==> src/rtl/adder16b_seq_ctrl.sv <==
// Purpose : 16-bit add/subtract sequenced through one external 4-bit adder, one nibble per cycle.
// Latency : done pulses in the cycle after the 4th edge following the start-sampling edge (5 cycles start..done).
// Backpressure: none; start is ignored while busy or done, so the caller must wait for done before the next start.
//
// Ports:
//   clk, reset          rising-edge clock, asynchronous active-high reset
//   start, sub, cin     begin an operation; 0 = A+B+cin, 1 = A-B (cin ignored)
//   op_a, op_b          16-bit operands, latched when start is accepted
//   add_a/add_b/add_cin nibble operands and carry to the external adder (0 outside RUN)
//   add_s/add_cout      combinational sum nibble and carry back from the adder
//   busy, done          busy while nibbles are in flight; done is a one-cycle completion pulse
//   sum, cout, ovf      registered result, final carry (no-borrow when sub=1), signed overflow
module adder16b_seq_ctrl (
    input  logic        clk,
    input  logic        reset,
    input  logic        start,
    input  logic        sub,
    input  logic        cin,
    input  logic [15:0] op_a,
    input  logic [15:0] op_b,
    output logic [3:0]  add_a,
    output logic [3:0]  add_b,
    output logic        add_cin,
    input  logic [3:0]  add_s,
    input  logic        add_cout,
    output logic        busy,
    output logic        done,
    output logic [15:0] sum,
    output logic        cout,
    output logic        ovf
);

    typedef enum logic [1:0] {
        S_IDLE = 2'd0,
        S_RUN  = 2'd1,
        S_DONE = 2'd2
    } state_t;

    state_t      state;
    logic [1:0]  idx;
    logic [15:0] a_reg;
    logic [15:0] b_reg;
    logic        sub_reg;
    logic        carry;
    logic [11:0] acc;
    logic [3:0]  nib_b;

    // Adder drive is decoded from registered state only, so an async reset
    // zeroes it immediately without waiting for an edge.
    always_comb begin
        add_a   = 4'h0;
        add_b   = 4'h0;
        add_cin = 1'b0;
        nib_b   = b_reg[{idx, 2'b00} +: 4];
        if (state == S_RUN) begin
            add_a   = a_reg[{idx, 2'b00} +: 4];
            // Subtract is A + ~B + 1; the +1 comes from the preloaded carry.
            add_b   = sub_reg ? ~nib_b : nib_b;
            add_cin = carry;
        end
    end

    always_ff @(posedge clk or posedge reset) begin
        if (reset) begin
            state   <= S_IDLE;
            idx     <= 2'd0;
            a_reg   <= 16'h0000;
            b_reg   <= 16'h0000;
            sub_reg <= 1'b0;
            carry   <= 1'b0;
            acc     <= 12'h000;
            busy    <= 1'b0;
            done    <= 1'b0;
            sum     <= 16'h0000;
            cout    <= 1'b0;
            ovf     <= 1'b0;
        end else begin
            case (state)
                S_IDLE: begin
                    done <= 1'b0;
                    if (start) begin
                        a_reg   <= op_a;
                        b_reg   <= op_b;
                        sub_reg <= sub;
                        carry   <= sub ? 1'b1 : cin;
                        idx     <= 2'd0;
                        busy    <= 1'b1;
                        state   <= S_RUN;
                    end
                end
                S_RUN: begin
                    carry <= add_cout;
                    idx   <= idx + 2'd1;
                    case (idx)
                        2'd0: acc[3:0]  <= add_s;
                        2'd1: acc[7:4]  <= add_s;
                        2'd2: acc[11:8] <= add_s;
                        default: begin
                            // Last nibble goes straight into the result; add_b[3]
                            // is the effective (possibly inverted) B sign bit.
                            sum   <= {add_s, acc};
                            cout  <= add_cout;
                            ovf   <= (a_reg[15] == add_b[3]) && (add_s[3] != a_reg[15]);
                            busy  <= 1'b0;
                            done  <= 1'b1;
                            state <= S_DONE;
                        end
                    endcase
                end
                S_DONE: begin
                    done  <= 1'b0;
                    state <= S_IDLE;
                end
                default: begin
                    busy  <= 1'b0;
                    done  <= 1'b0;
                    state <= S_IDLE;
                end
            endcase
        end
    end

endmodule

==> config.mk <==
export PLATFORM = sky130hd
export DESIGN_NAME = adder16b_seq_ctrl
export DESIGN_NICKNAME = d
export VERILOG_FILES = /design/src/rtl/adder16b_seq_ctrl.sv
export SDC_FILE = /design/constraint.sdc
export NUM_CORES = 1
export LEC_CHECK = 0
export ABC_AREA = 1
export ABC_CLOCK_PERIOD_IN_PS = 2400
export CAP_MARGIN = 25
export CORE_MARGIN = 8
export CORE_UTILIZATION = 45
export DETAILED_ROUTE_END_ITERATION = 8
export HOLD_SLACK_MARGIN = 0.12
export PLACE_DENSITY = 0.81
export SKIP_CTS_REPAIR_TIMING = 1
export SYNTH_ARGS = -nofsm -noshare
export SYNTH_HDL_FRONTEND = slang
export SYNTH_SLANG_ARGS = --single-unit
==> constraint.sdc <==
create_clock -name clk -period 2.4 [get_ports clk]
set_clock_uncertainty 0.2 [all_clocks]
set_input_delay 0.48 -clock clk [delete_from_list [all_inputs] [get_ports clk]]
set_output_delay 0.48 -clock clk [all_outputs]
set_load 0.005 [all_outputs]
# Yosys cells after proc, flatten, opt, wreduce, memory -nomap -nowiden
# Cells that the tools add are included.
[classes]
n_reduce_logical = 13
n_eq_ne = 8
add_sub_neg = 1
n_mux = 17
bitwise = 3
shifts = 2
[op_table]
columns = ["cell", "count"]
rows = [
  ["16-bit by 5-bit indexed part select with 4-bit output", 2],
  ["2-bit AND reduction", 7],
  ["4-bit two-way mux", 3],
  ["2-bit case mux with 2 select lines", 2],
  ["1-bit two-way mux", 7],
  ["2-bit two-way mux", 3],
  ["2-bit by 1-bit == test with 1-bit output, second input constant", 2],
  ["2-bit == test, second input constant", 2],
  ["2-bit zero test", 2],
  ["2-bit inequality test, second input constant", 2],
  ["4-bit NOT", 1],
  ["1-bit case mux with 3 select lines", 1],
  ["3-bit AND reduction", 1],
  ["3-bit OR reduction", 1],
  ["2-bit by 1-bit adder with 2-bit output, second input constant", 1],
  ["1-bit NOT", 2],
  ["1-bit case mux with 2 select lines", 1],
  ["2-bit nonzero test", 1],
  ["1-bit == test", 1],
  ["1-bit logical AND", 1],
  ["1-bit inequality test", 1],
]
[totals]
word_cells = 58
input_bits = 42
output_inout_bits = 29
reg_bits = 70

# Depth between registers and ports, before layout
# Gate-level depths: netlist (run 1).
[logic_depth]
depth_word = 6
depth_mapped = 10
mapped_depth_nobuf = 10

# Worst setup path before layout (run 1)
# Ideal clock, no wire load.
[synth_timing]
path_type = "reg2out"
from = "register idx[0]"
to = "output add_b[1]"
stages_incl_launch_ff = 8
arrival_ns = 1.043
path_buffers = 1
required_time_ns = 1.720
setup_slack_ns = 0.677
path_cell_list = "dfrtp_1 > inv_1 > buf_4 > nand2_1 > nand3_1 > nand2_1 > o21ai_0 > a21oi_1"
[synth_between]
elab_chain_len = 4
[synth_rtl]
columns = ["item", "line_no", "source"]
rows = [
  ["start: declaration", "40", "logic [1:0] idx;"],
  ["start signal: assignment", "93", "idx <= idx + 2'd1;"],
  ["16-bit by 5-bit indexed part select with 4-bit output *", "54", "nib_b = b_reg[{idx, 2'b00} +: 4];"],
  ["4-bit NOT", "58", "add_b = sub_reg ? ~nib_b : nib_b;"],
  ["4-bit two-way mux *", "58", ""],
  ["4-bit two-way mux *", "55", "if (state == S_RUN) begin"],
  ["end: declaration", "22", "output logic [3:0] add_b,"],
]
# Mark *: on every way between the ends. The rest lies on a longest branch, timed or not.

# Final worst setup path (run 1)
[layout_timing]
from = "register idx[1]"
to = "output add_a[1]"
[layout_between]
elab_chain_len = 2
[layout_rtl]
columns = ["item", "line_no", "source"]
rows = [
  ["16-bit by 5-bit indexed part select with 4-bit output", "56", "add_a = a_reg[{idx, 2'b00} +: 4];"],
  ["4-bit two-way mux", "55", ""],
  ["end: declaration", "21", "output logic [3:0] add_a,"],
]
# Every way passes these cells.

==> qor.yml, run 1 <==
clk_pin_slew_ns: 0.07
leakagePower_nw: 2.137
power_frac_comb_pct: 43.8
placementRows: 30
power.total_mw: 5.377
cts_tree: "yes"
die_y_um: 99.11
grt_overflow: 0
grt_pass1_wl_um: 12250
critPathArrivalTime_ns: 1.88
final_nets: 489
synth_area_sq_mm: 0.003108
routed_wl_um: 7032
p_clk_share_pct: 17.9
h-tree-depth: 3
area_growth_pct: 32.25
synth_cells: 367
finish.utilization_pct: 60.83
grt_pass1_vias: 2654
design.die.area_sq_mm: 0.009822
outcome: "complete, but fails checks"
drive_gt1_share_pct: 9.821
final-seq-area_sq_mm: 0.001754
setup_violations: 2
mostFrequentLayoutCell: "nand2_1"
numCtsBuffers: 9
drtIter0Drc: 72
drtAntennaViolNets: 0
grt_use_total_pct: 15.49
cp-end-kind: "primary output"
core_sq_mm: 0.006756
synth_top_family_by_area: "simple AND/OR/NAND/NOR gates"
hp-start: "sum[2]"
tightest_slew_ns: 0.4107
multi_input_area_sq_mm: 0.001154
swShare_pct: 36.95
ys_warn_count: 0
hold_class: "reg -> reg"
setup_tns_ns: -0.2854
fin_crit_ns: 2.561
p_int_mw: 3.390
synth_xor_area_share_pct: 0
cap_viol_max_count: 0
clk_latency_ns: 0.34
design_area_sq_mm: 0.004110
max-slew-margin-rel_pct: 72.58
layout_common_cells: "nand2_1 (180), dfrtp_1 (68), clkdlybuf4s50_1 (63)"
wl_per_cell_um: 13.32
finalMaxSlewViolations: 0
synthMuxAreaShare_pct: 0
drt-pass1-iter-count: 4
dp_cells: 511
required_ns: 1.72
period_share_pct: 106.7
antenna_found_initial: 0
p_per_area_mw_per_mm2: 1308
crit_type: "reg -> out"
hold-worst-slack_ns: 0.2768
start_kind: "register"
grt_max_degree: 71
drc: 0
place_congestion: 0.7996
synth.avg_cell_area_sq_um: 8.469
cts-root-buf: "clkbuf_8"
hold_viol: 0
diodes: 0
portBuffers: 70
die_w_um: 99.11
syn_nets: 413
vias_per_cell: 4.949
p_sw_mw: 1.987
ys_seq_elements: 70
p_seq_share_pct: 38.4
boundaryPins: 71
violations: "negative setup slack"
fill_cells: 606
setup.worst_path.start: "idx[1]"
start_util_pct: 46.00
final_cells: 528
synth-compound-area-share_pct: 7.890
clock_path_buffers: 2
rsz0062_at_grt: "yes"
synth_simple_gate_area_share_pct: 27.46
crit_path_max_fanout: 7
dp_slack_ns: 0.09848
ir_worst_vdd_v: 0.0005840
cts_sinks: 70
r2r_start: "idx[1]"
fmax_mhz: 390.5
synth-adder-area-share_pct: 1.610
worst_slack_ns: -0.1606
ys_seq_area_share_pct: 56.36
placed_area_sq_mm: 0.003865
via_count: 2613
place_hpwl_um: 4943
ys_types: 20
## layer usage
| metal | track usage (%) | up-vias | share of wire (%) |
|---|---|---|---|
| met3 | 6.285 | 5 | 8.0 |
| met4 | 6.286 | 0 | 0.67 |
| li1 | - | 1298 | - |
| met2 | 25.83 | 72 | 49 |
| met5 | 0 | - | 0 |
| met1 | 17.23 | 1238 | 43 |
## cell usage after synthesis
| cell | n | area share [%] |
|---|---|---|
| a21oi_1 | 7 | 1.1 |
| o21ai_2 | 5 | 1.4 |
| inv_2 | 3 | 0.36 |
| nand3_2 | 2 | 0.64 |
| inv_1 | 15 | 1.8 |
| o211ai_1 | 1 | 0.24 |
| nand4_1 | 1 | 0.20 |
| buf_4 | 6 | 1.4 |
| buf_6 | 6 | 2.2 |
| o221ai_1 | 1 | 0.28 |
| nor2_1 | 20 | 2.4 |
| o21ai_0 | 30 | 4.8 |
| nand2_1 | 180 | 22 |
| nand3_1 | 9 | 1.4 |
| nor2_8 | 1 | 0.64 |
| dfrtp_1 | 70 | 56 |
| nor2_4 | 1 | 0.36 |
| ha_1 | 4 | 1.6 |
| buf_2 | 3 | 0.48 |
| inv_4 | 2 | 0.40 |
## kinds of logic after synthesis
group / Yosys count
AOI/OAI and AO/OA: 44
DFF: 70
and+or+nand+nor: 214
buffers and inverters: 35
adders and majority gates: 4
## layout make-up
cell class              instances  share of cell area [%]
clock buffers                  12                   3.775
clock inverters                 4                   1.096
inverters                      20                   2.161
multi-input cells             262                   28.07
flip-flops and latches         70                   42.68
well taps                      80                   2.435
repair buffers                 80                   19.79
## worst max-delay path, cell delays in order, from the launching register on
cell             delay [ns]
dfrtp_2                0.47
buf_4                  0.19
nor2_1                 0.10
o21ai_0                0.08
a21oi_1                0.18
clkdlybuf4s50_1        0.53
## power groups by stage
stage / Combinational, mW / Clock [mW] / Sequential [mW]
global route: 2.68 / 1.03 / 2.13
floorplan: 1.45 / 0 / 2.02
CTS: 2.37 / 0.988 / 2.05
finish: 2.35 / 0.962 / 2.06
detailed placement: 2.35 / 0 / 2.07
global placement: 2.30 / 0 / 2.06
## path summary, 6_finish.rpt
kind | slack, ns | to | cells past startpoint
min in group asynchronous | 0.38 | sum[11] | 3
min reg2reg | 0.28 | sum[2] | 2
min | 0.28 | sum[2] | 2
max reg2reg | 0.47 | sum[12] | 7
max | -0.16 | add_a[1] | 5
max in group asynchronous | 1.32 | idx[0] | 3
No activity file was read; power rests on OpenSTA's default activity.
==> run 2: changes to the inputs <==
Settings changed: ABC_CLOCK_PERIOD_IN_PS 2400 to 2050, CTS_BUF_LIST set to sky130_fd_sc_hd__clkbuf_16.
Clock period 2.4 ns to 2.05 ns, I/O delays scaled along.
==> run 2 against run 1 <==
  * The run still ends with negative setup slack left
  * Via count grew 2.4%
  * Final cell count rose by 2.5%
  * Clock power rose by 35%
  * Design area is 4.1% higher
  * Routed wire length grew 7.7%
  * Flip-flop and latch count unchanged
  * Count of clock-buffer cells in the layout fell by 3
  * Sequential share of layout area decreased by 1.7 points
  * Global-route usage up 0.49 points
  * Critical path type unchanged
==> qor.yml, run 2 (synthesis gave the netlist of run 1 again) <==
outcome: "complete, but fails checks"
violations: "negative setup slack"
place_hpwl_um: 5299  # +7.2%
cp-end-kind: "primary output"
setup_tns_ns: -0.4355  # -0.1501 ns
fin_crit_ns: 2.138
die_w_um: 99.11  # unchanged
design_area_sq_mm: 0.004279  # +4.1%
start_kind: "register"
hold-worst-slack_ns: 0.2664  # -0.01039 ns
crit_slowest_cell: "dfrtp_2"
start_util_pct: 46.00  # unchanged
via_count: 2676  # +2.4%
final_cells: 541  # +2.5%
wl_per_cell_um: 13.99  # +5.1%
dp_cells: 520  # +1.8%
core_sq_mm: 0.006756  # unchanged
crit_path_max_fanout: 7  # unchanged
placementRows: 30  # unchanged
tightest_slew_ns: 0.3680  # -0.04274 ns
finalMaxSlewViolations: 0  # unchanged
drtAntennaViolNets: 0  # unchanged
crit_type: "reg -> out"
design.die.area_sq_mm: 0.009822  # unchanged
grt_overflow: 0  # unchanged
placed_area_sq_mm: 0.003945  # +2.1%
diodes: 0  # unchanged
period_share_pct: 104.3
boundaryPins: 71  # unchanged
drc: 0  # unchanged
h-tree-depth: 3  # unchanged
grt_use_total_pct: 15.98  # +0.49 points
area_growth_pct: 37.68
worst_slack_ns: -0.08772  # +0.07286 ns
clock_path_buffers: 2  # unchanged
crit_top_cell: "nor2_1"
numCtsBuffers: 9  # unchanged
cap_viol_max_count: 0  # unchanged
antenna_found_initial: 0  # unchanged
leakagePower_nw: 2.177  # +1.9%
grt_pass1_wl_um: 12490  # +2.0%
drtIter0Drc: 116  # +61%
clk_latency_ns: 0.32  # -0.02 ns
die_y_um: 99.11  # unchanged
cts_tree: "yes"
max-slew-margin-rel_pct: 75.47  # +2.9 points
final_nets: 503  # +2.9%
p_per_area_mw_per_mm2: 1591  # +22%
fmax_mhz: 467.8
hold_class: "reg -> reg"
drive_gt1_share_pct: 16.05  # +6.2 points
rsz0062_at_grt: "yes"
drt-pass1-iter-count: 4  # unchanged
critPathArrivalTime_ns: 1.53  # -0.35 ns
hold_viol: 0  # unchanged
setup_violations: 8  # +6
grt_max_degree: 71  # unchanged
cts_sinks: 70  # unchanged
portBuffers: 70  # unchanged
crit_chain: "buf_4 > buf_6 > nor2_1 > nor2_1 > o21ai_0 > a21oi_1 > buf_2"
slowest_delay_ns: 0.42  # -0.11 ns
grt_pass1_vias: 2712  # +2.2%
cts-root-buf: "clkbuf_16"
power.total_mw: 6.807  # +27%
mostFrequentLayoutCell: "nand2_1"
clk_pin_slew_ns: 0.05  # -0.02 ns
vias_per_cell: 4.946  # about the same
layout_common_cells: "nand2_1 (175), dfrtp_1 (68), clkdlybuf4s50_1 (61)"
routed_wl_um: 7570  # +7.7%
ir_worst_vdd_v: 0.0006285  # +7.6%
place_congestion: 0.8207  # +2.6%
required_ns: 1.44  # -0.28 ns
-- run 2: where the power goes --
group / leakage, nW / internal [mW] / total [mW] / switching [mW]
Clock: 0.134 / 0.786 / 1.30 / 0.516
Combinational: 1.18 / 1.46 / 3.06 / 1.61
Sequential: 0.864 / 2.06 / 2.44 / 0.388
Total: 2.18 / 4.30 / 6.81 / 2.51
-- run 2: critical path, delay by kind of cell, from the launching register on --
family | cells | cell delay, ns
buffers and inverters | 3 | 0.38
AO/OA/AOI/OAI | 2 | 0.27
AND/OR/NAND/NOR | 2 | 0.13
flip-flops | 1 | 0.42
-- run 2: area by class of cell --
class | count | area (sq um)
clock buffers | 9 | 225.2
clock inverters | 6 | 23.77
fillers | 579 | 2477
inverters | 20 | 86.33
multi-input cells | 262 | 1195
flip-flops and latches | 70 | 1754
well taps | 80 | 100.1
repair buffers | 94 | 894.6
-- run 2: worst paths after layout --
kind,startpoint,slack (ns),end,cells after the start
worst max-delay path,idx[0],-0.09,add_a[1],7
worst min-delay path,sum[4],0.27,sum[4],2
worst max register to register,idx[0],0.20,sum[14],8
worst min register to register,sum[4],0.27,sum[4],2
max in group asynchronous,reset,1.01,idx[1],3
min in group asynchronous,reset,0.33,acc[9],3
-- run 2: per-layer routing --
metal / global-route usage, % / vias to the layer above / wire length, um
met2: 26.30 / 90 / 3752
met5: 0 / - / 0
met4: 8.265 / 0 / 126
met1: 18.81 / 1248 / 3254
met3: 4.260 / 11 / 436
li1: - / 1327 / -
-- run 2: stage by stage --
| step | setup WS (ns) | util, % |
|---|---|---|
| floorplan | 0.3966 | - |
| global placement | -0.05091 | 58.39 |
| detailed placement | -0.1181 | 58.39 |
| CTS | -0.4786 | 62.07 |
| global route | -0.1686 | 63.33 |
| finish | -0.08772 | 63.33 |
==> run 3: changes to the inputs <==
Settings changed: ABC_AREA 1 to not set, CORE_UTILIZATION 45 to 44, PLACE_DENSITY 0.81 to 0.8.
==> run 3 against run 2 <==
  * The run still ends with negative setup slack left
  * Worst setup slack worse by 0.27 ns
  * Count of clock-buffer cells in the layout unchanged
  * Flip-flop and latch count unchanged
  * First-iteration DRC count down 63%
  * Sequential power up 2%
  * Largest cell class unchanged
==> qor.yml, run 3 <==
diodes: 0  # unchanged
ys_top_cells_by_count: "dfrtp_1 (70), mux2_2 (61), inv_1 (8), mux4_2 (8), nor2_1 (8)"
grt_overflow: 0  # unchanged
period_share_pct: 117.3  # +13 points
mostFrequentLayoutCell: "dfrtp_1"
area_growth_pct: 42.41
start_util_pct: 44.64  # -1.4 points
vias_per_cell: 4.935  # -0.24%
cts_tree: "yes"
slowest_delay_ns: 0.50  # +0.08 ns
ys_warn_count: 0  # unchanged
clock_path_buffers: 2  # unchanged
crit_top_cell: "buf_6"
boundaryPins: 71  # unchanged
clk_pin_slew_ns: 0.05  # about the same
fmax_mhz: 415.9  # -11%
tightest_slew_ns: 0.3670  # -0.001001 ns
grt_max_degree: 71  # unchanged
synth-edff-count: 0  # unchanged
outcome: "complete, but fails checks"
setup_violations: 9  # +1
die_y_um: 98.34  # -0.78%
yosys.cell_count.top_type: "dfrtp_1"
yosys-top-cells-area: "dfrtp_1 (59%), mux2_2 (23%), mux4_2 (6.0%)"
numCtsBuffers: 9  # unchanged
final_cells: 382  # -29%
required_ns: 1.44  # about the same
critPathTopFamily: "multiplexers"
p_int_mw: 5.015  # +17%
finalMaxSlewViolations: 0  # unchanged
p_per_area_mw_per_mm2: 1650  # +3.7%
placementRows: 30  # unchanged
crit_chain: "buf_6 > buf_6 > mux4_2 > xnor2_1 > nor2_1 > buf_2"
hold_viol: 0  # unchanged
fin_crit_ns: 2.405  # +0.2668 ns
worst-r2r-cell-count: 6  # -2
drtAntennaViolNets: 0  # unchanged
design.die.area_sq_mm: 0.009670  # -1.5%
r2r-end: "ovf"
ys_seq_area_share_pct: 58.72  # +2.4 points
cp-end-kind: "primary output"
max-slew-margin-rel_pct: 75.54  # about the same
routed_wl_um: 6199  # -18%
p_sw_mw: 1.993  # -21%
syn_nets: 246  # -40%
p_clk_share_pct: 21.1  # +2.0 points
h-tree-depth: 3  # unchanged
power_frac_comb_pct: 43.4  # -1.6 points
ys.flop_type: "dfrtp_1"
grt_use_total_pct: 13.91  # -2.1 points
hold_end: "cout"
setup_tns_ns: -2.367  # -1.932 ns
die_w_um: 98.34  # -0.78%
antenna_found_initial: 0  # unchanged
core_sq_mm: 0.006681  # -1.1%
wl_per_cell_um: 16.23  # +16%
crit_slowest_cell: "mux4_2"
drt-pass1-iter-count: 4  # unchanged
clk_latency_ns: 0.32  # about the same
final_nets: 343  # -32%
start_kind: "register"
place_hpwl_um: 4482  # -15%
drive_gt1_share_pct: 41.06  # +25 points
hold_class: "reg -> reg"
leakagePower_nw: 1.849  # -15%
async_flop_share_pct: 100.0  # unchanged
violations: "negative setup slack"
p_seq_share_pct: 35.4  # -0.5 points
portBuffers: 70  # unchanged
r2r_start: "idx[0]"
swShare_pct: 28.44  # -8.4 points
dp_cells: 358  # -31%
hp-start: "cout"
hold_depth: 2  # unchanged
rsz0062_at_grt: "yes"
synth_top_cell_area_share_pct: 58.72  # +2.4 points
via_count: 1885  # -30%
synth_area_sq_mm: 0.002983  # -4.0%
dp_slack_ns: -0.3771  # -0.2590 ns
cts_sinks: 70  # unchanged
rrSetupSlack_ns: -0.05  # -0.25 ns
ir_worst_vdd_v: 0.0009347  # +49%
synth_cells: 200  # -46%
grt_pass1_vias: 2078  # -23%
cts-root-buf: "clkbuf_16"
critPathArrivalTime_ns: 1.79  # +0.26 ns
ys_seq_elements: 70  # unchanged
crit_type: "reg -> out"
place_congestion: 0.7239  # -12%
power.total_mw: 7.008  # +3.0%
yosysTopAreaCell: "dfrtp_1"
layout_common_cells: "dfrtp_1 (70), mux2_2 (61), clkdlybuf4s50_1 (61)"
crit_buf_inv: 3  # unchanged
grt_pass1_wl_um: 10580  # -15%
cap_viol_max_count: 0  # unchanged
crit_path_max_fanout: 4  # -3
synth.avg_cell_area_sq_um: 14.91  # +76%
ys_types: 26  # +30%
drtIter0Drc: 43  # -63%
worst_slack_ns: -0.3546  # -0.2668 ns
drc: 0  # unchanged
-- run 3: cell count changes after synthesis, moves of 3 or more --
cell,before,now
mux2_2,0,61
a21oi_1,7,4
buf_4,6,2
nand2_1,180,6
inv_1,15,8
mux4_2,0,8
buf_6,6,0
nor2_1,20,8
and2_1,0,4
xnor2_1,0,4
nand3_1,9,0
o21ai_0,30,2
inv_2,3,0
o21ai_2,5,0
-- run 3: how the worst max path moves through the flow --
stage	startpoint	to	slack (ns)	depth (start not counted)
floorplan	idx[0]	add_b[0]	0.03	4
global placement	idx[0]	add_b[0]	-0.33	5
detailed placement	idx[0]	add_b[0]	-0.38	5
CTS	idx[0]	add_b[0]	-0.74	5
global route	idx[0]	add_b[1]	-0.46	6
finish	idx[0]	add_b[0]	-0.35	6
-- run 3: worst reg2reg max path, stage by stage (launching register included) --
cell     delay (ns)
dfrtp_1        0.40
buf_4          0.13
mux4_2         0.49
xnor2_1        0.15
buf_4          0.15
or3b_1         0.34
a31oi_1        0.16
-- run 3: power by group through the flow --
stage               logic (mW)  registers [mW]  clock network [mW]
global placement          2.91            2.46                   0
finish                    3.04            2.48                1.48
global route              3.35            2.57                1.60
CTS                       3.00            2.49                1.52
floorplan                 1.70            2.40                   0
detailed placement        2.99            2.50                   0
-- run 3: layout make-up --
cell class / count / area [sq um]
Multi-Input combinational cell: 114 / 1175
Inverter: 8 / 33.78
Timing Repair Buffer: 94 / 897.1
Tap cell: 80 / 100.1
Clock buffer: 9 / 225.2
Fill cell: 512 / 2434
Sequential cell: 70 / 1752
Clock inverter: 7 / 65.06
-- run 3: through the flow --
step	util (%)	area, sq um	hold WS, ns
CTS	62.55	4179	0.2933
global route	63.58	4248	0.3149
detailed placement	58.20	3889	0.2813
finish	63.58	4248	0.2846
floorplan	-	2987	0.2733
global placement	58.20	3889	0.2636
-- run 3: routing by layer --
| metal | global-route usage, % | vias to the layer above | part of all wire, % |
|---|---|---|---|
| met1 | 16.82 | 922 | 43 |
| met5 | 0 | - | 0 |
| met4 | 4.250 | 0 | 0.39 |
| met2 | 21.14 | 60 | 48 |
| met3 | 7.041 | 4 | 8.1 |
| li1 | - | 899 | - |
-- run 3: logic make-up after synthesis --
logic type	count (synthesis)	synth area share [%]
muxes	69	29.07
buffers and inverters	16	2.474
adders and majority gates	4	1.678
AOI/OAI and AO/OA	11	2.224
DFF	70	58.72
and+or+nand+nor	26	4.656
xor gates and xnor gates	4	1.174
